===== src/rtl/display_pkg.sv =====
// Shared constants for the display adaptor: counter widths and active-image geometry.
`default_nettype none

package display_pkg;

  localparam int PX_W   = 10;
  localparam int LINE_W = 10;
  localparam int ADDR_W = 14;

  localparam int ACTIVE_PX    = 10;
  localparam int ACTIVE_LINES = 10;
  localparam int VBLANK_LINES = 2;

endpackage

`default_nettype wire


===== src/rtl/scan_counter.sv =====
// Generic wrapping up-counter with synchronous clear (priority) and level increment.
`default_nettype none

module scan_counter #(
  parameter int W   = 10,
  parameter int MAX = 1023
) (
  input  logic         clock,
  input  logic         reset,
  input  logic         clr,
  input  logic         inc,
  output logic [W-1:0] count
);

  localparam logic [W-1:0] ONE = W'(1);

  logic [W-1:0] r_count;
  logic [W-1:0] w_next_inc;

  // A limit at or beyond the full range is just the natural binary rollover.
  generate
    if (longint'(MAX) >= ((longint'(1) << W) - 1)) begin : g_natural
      assign w_next_inc = r_count + ONE;
    end else begin : g_limit
      localparam logic [W-1:0] MAX_V = W'(MAX);
      assign w_next_inc = (r_count == MAX_V) ? '0 : (r_count + ONE);
    end
  endgenerate

  always_ff @(posedge clock or negedge reset) begin
    if (!reset) begin
      r_count <= '0;
    end else if (clr) begin
      r_count <= '0;
    end else if (inc) begin
      r_count <= w_next_inc;
    end
  end

  assign count = r_count;

endmodule

`default_nettype wire


===== src/rtl/display_scan_counters.sv =====
// Pixel, line and two frame-buffer address counters for the display adaptor controller.
`default_nettype none

module display_scan_counters
  import display_pkg::*;
#(
  parameter int PX_W     = display_pkg::PX_W,
  parameter int LINE_W   = display_pkg::LINE_W,
  parameter int ADDR_W   = display_pkg::ADDR_W,
  parameter int PX_MAX   = 1023,
  parameter int LINE_MAX = 1023,
  parameter int ADDR_MAX = 16383
) (
  input  logic              clock,
  input  logic              reset,
  input  logic              ResetPx,
  input  logic              IncPx,
  input  logic              ResetLine,
  input  logic              IncLine,
  input  logic              ResetAddr0,
  input  logic              IncAddr0,
  input  logic              ResetAddr1,
  input  logic              IncAddr1,
  output logic [PX_W-1:0]   PxOut,
  output logic [LINE_W-1:0] LineOut,
  output logic [ADDR_W-1:0] Addr0,
  output logic [ADDR_W-1:0] Addr1
);

  scan_counter #(.W(PX_W), .MAX(PX_MAX)) u_px (
    .clock (clock),
    .reset (reset),
    .clr   (ResetPx),
    .inc   (IncPx),
    .count (PxOut)
  );

  scan_counter #(.W(LINE_W), .MAX(LINE_MAX)) u_line (
    .clock (clock),
    .reset (reset),
    .clr   (ResetLine),
    .inc   (IncLine),
    .count (LineOut)
  );

  scan_counter #(.W(ADDR_W), .MAX(ADDR_MAX)) u_addr0 (
    .clock (clock),
    .reset (reset),
    .clr   (ResetAddr0),
    .inc   (IncAddr0),
    .count (Addr0)
  );

  scan_counter #(.W(ADDR_W), .MAX(ADDR_MAX)) u_addr1 (
    .clock (clock),
    .reset (reset),
    .clr   (ResetAddr1),
    .inc   (IncAddr1),
    .count (Addr1)
  );

endmodule

`default_nettype wire


===== config.mk =====
export PLATFORM = sky130hd
export DESIGN_NAME = display_scan_counters
export DESIGN_NICKNAME = d
export VERILOG_FILES = /design/src/rtl/display_pkg.sv /design/src/rtl/scan_counter.sv /design/src/rtl/display_scan_counters.sv
export SDC_FILE = /design/constraint.sdc
export NUM_CORES = 1
export LEC_CHECK = 0
export CAP_MARGIN = 20
export CORE_MARGIN = 5
export CORE_UTILIZATION = 45
export CTS_CLUSTER_DIAMETER = 40
export DETAILED_ROUTE_END_ITERATION = 6
export PLACE_DENSITY = 0.76
export SLEW_MARGIN = 0
export SYNTH_ARGS = -nofsm -noshare
export SYNTH_HDL_FRONTEND = slang
export SYNTH_SLANG_ARGS = --single-unit

===== constraint.sdc =====
create_clock -name clock -period 1.56 [get_ports clock]
set_input_delay 0.312 -clock clock [delete_from_list [all_inputs] [get_ports clock]]
set_output_delay 0.312 -clock clock [all_outputs]
set_load 0.005 [all_outputs]

==> impl_metrics.toml <==
[synth]
synth-seq-cells = 48
syn_avg_cell_area_um2 = 10.2
postSynthCellCount = 240
yosysWarningCount = 0
ys_seq_area_share_pct = 49.3
ys_types = 29
synth_fp_nets = 254
syn-cell-area_um2 = 2440

[power_and_ir_drop]
leakage_nw = 1.85
total_power_mw = 2.40
p_per_area_nw_per_um2 = 613
p_clk_share_pct = 33.1
p_int_mw = 1.83
p_sw_mw = 0.570
sw_frac_of_total_pct = 23.8
irDropWorstVdd_mv = 0.477
combinationalPowerShare_pct = 13.4
seq_power_share_pct = 53.5

[floorplan]
die_w_um = 83.6
die_h_um = 83.6
core.rowCount = 26
start_util_pct = 47.1
boundaryPins = 58
die_area_um2 = 6980
core_um2 = 5170

[run]
maxCapViolCount = 0

[route]
ant_nets = 0
drtIter0Drc = 61
wl_per_cell_um = 15.1
dr_total_vias = 2461
wirelength_mm = 6.76
drc = 0
first_pass_iters = 6
vias_per_cell = 5.52

[cells_and_area]
drive_gt1_share_pct = 32.4
syn_to_final_growth_pct = 60.6
postLayoutCoreUtil_pct = 75.6
stdcell_count = 446
final-seq-area_um2 = 1210
multi_input_area_um2 = 1250
diodes = 0
final_nets = 390
nFillCells = 359

[global_routing]
grt_usage_pct = 18.1
grt_start_max_net_pins = 49
antenna_found_initial = 0
overflow = 0
grt_pass1_vias = 2375
grt_pass1_wl_mm = 10.7

[worst_setup_path]
crit-reg2reg-launch = "u_addr0.count[1]"
critPathCaptureType = "register"
startpoint_type = "register"
crit_type = "register to register"
r2r_cells = 5
arrival_ps = 1770
reg2reg_slack_ps = 20
worstPathRequired_ps = 1790
r2r-end = "u_addr0.count[10]"
path_max_fanout = 4

[timing]
fmax_mhz = 648
rsz0062_at_grt = "true"
post-route-period-util_pct = 98.9
finalSetupViolations = 0
tightest_slew_ps = 498
finalSetupTns_ps = 0
finClkSkew_ps = 3.69
finalHoldViolCount = 0
period_minus_slack_ps = 1540
slew_headroom_pct = 66.6
slew_violations = 0

[clocking]
clk_latency_ps = 300
clk_path_buf_depth = 2
cts.sinks = 48
numCtsBuffers = 5
cts_tree = "yes"
cts_root_buffer = "clkbuf_8"
clk_pin_slew_ps = 80
htree_levels = 2

[worst_hold_path]
hp-start = "ResetAddr0"
hold_path_end = "u_addr0.count[11]"
hp-class = "input port to register"
hold_depth = 3

[placement]
dp_hpwl_mm = 4.15
portBuffers = 57
gp_congestion = 0.805
placed_cells = 390

[outcome]
outcome = "finished, final reports clean"
[how the worst max path moves through the flow]
stage                           from                end  slack, ps  depth (start not counted)
global placement          ResetAddr0   u_addr0.count[9]       -290                          5
detailed placement        ResetAddr0   u_addr0.count[9]       -360                          5
floorplan           u_addr0.count[0]  u_addr0.count[10]         40                          4
finish              u_addr0.count[1]  u_addr0.count[10]         20                          5
CTS                  u_line.count[3]         LineOut[3]        0.7                          1
global route        u_addr0.count[1]  u_addr0.count[10]        -70                          5
[through the flow]
stage,area (µm²),hold slack (ps),setup slack (ps)
after floorplan,2440,16.4,41.9
after global placement,3300,319,-295
after detailed placement,3300,322,-358
after CTS,3600,536,0.743
after global routing,3910,344,-71.4
final,3910,331,17.4
[Yosys cell counts]
library cell	count	area share, %
nand4_2	1	0.51
o211ai_1	3	0.92
o2111ai_4	1	1.1
buf_2	3	0.62
dfrtp_1	48	49
nand4_1	13	3.3
ha_1	4	2.1
mux2_2	5	2.3
buf_4	3	0.92
a21oi_1	23	4.7
o31ai_1	15	4.6
nor2_1	25	3.9
nand2_1	11	1.7
xnor2_1	4	1.4
nand3_1	8	1.6
nor3_1	2	0.41
or3_1	6	1.5
mux2i_1	4	1.6
o21ai_0	8	1.6
nor2b_1	5	1.3
or4_1	15	4.6
buf_6	1	0.46
nor4_1	3	0.77
clkbuf_1	5	0.77
o2111ai_2	2	1.2
xor2_1	12	4.3
or3_2	2	0.62
inv_1	6	0.92
o2111ai_1	2	0.72
[cell type report]
type | count | share of cell area [%]
inverters | 6 | 0.576
flip-flops and latches | 48 | 30.8
repair buffers | 141 | 31.8
well taps | 70 | 2.24
multi-input cells | 174 | 32.1
clock buffers | 7 | 2.46
[cell usage in the layout (no fill, tap or decap), types with 7 or more instances in the layout]
cell type	synthesis	routed
clkdlybuf4s50_1	0	30
o31ai_1	15	15
buf_6	1	7
nand4_1	13	13
or4_1	15	11
dlymetal6s2s_1	0	10
dfrtp_1	48	44
nor2_1	25	25
xor2_1	12	12
a21oi_2	0	7
clkbuf_8	0	7
o21ai_0	8	8
a21oi_1	23	16
buf_4	3	75
nand3_1	8	8
dlygate4sd2_1	0	14
nand2_1	11	11
[flip-flops by register name, summed over array words and instances, names as in the netlist]
name           count
u_addr0.count     14
u_addr1.count     14
u_line.count      10
u_px.count        10
[power groups by stage]
stage / combinational [mW] / sequential [mW] / clock (mW)
after floorplan: 0.0879 / 1.32 / 0
after global placement: 0.248 / 1.31 / 0
after detailed placement: 0.253 / 1.31 / 0
after CTS: 0.281 / 1.28 / 0.821
after global routing: 0.354 / 1.29 / 0.866
final: 0.321 / 1.28 / 0.793
[cell families (layout without fill, tap and decap cells)]
kind of cell,after synthesis,in the layout,share of synthesized area (%)
adder cells (fa/ha/maj),4,4,2.05
flip-flops,48,48,49.3
AO/OA/AOI/OAI,54,54,14.9
buffers and inverters,18,154,3.70
AND/OR/NAND/NOR,91,91,20.3
multiplexers,9,9,3.95
XOR/XNOR,16,16,5.75
[critical path, cell delays in order, from the launching register on]
cell      delay, ps
dfrtp_1         380
buf_6           120
ha_4            120
o211ai_1        160
or4_4           570
a21oi_2         130
[timing repair]
action	CTS	global route
resized for setup	22	38
setup buffers	27	21
hold buffers	1	0
endpoints found under the setup margin	37	34
pin swaps	2	16
hold endpoints to repair	13	0
[per-layer routing]
| layer | vias up | share of wire, % | global-route usage, % |
|---|---|---|---|
| met5 | - | 0 | 0 |
| met4 | 0 | 1.6 | 4.68 |
| met3 | 13 | 4.7 | 4.24 |
| met2 | 65 | 52 | 32.0 |
| met1 | 1214 | 42 | 22.0 |
| li1 | 1169 | - | - |
Note: power is estimated with default switching activity, not from simulation.
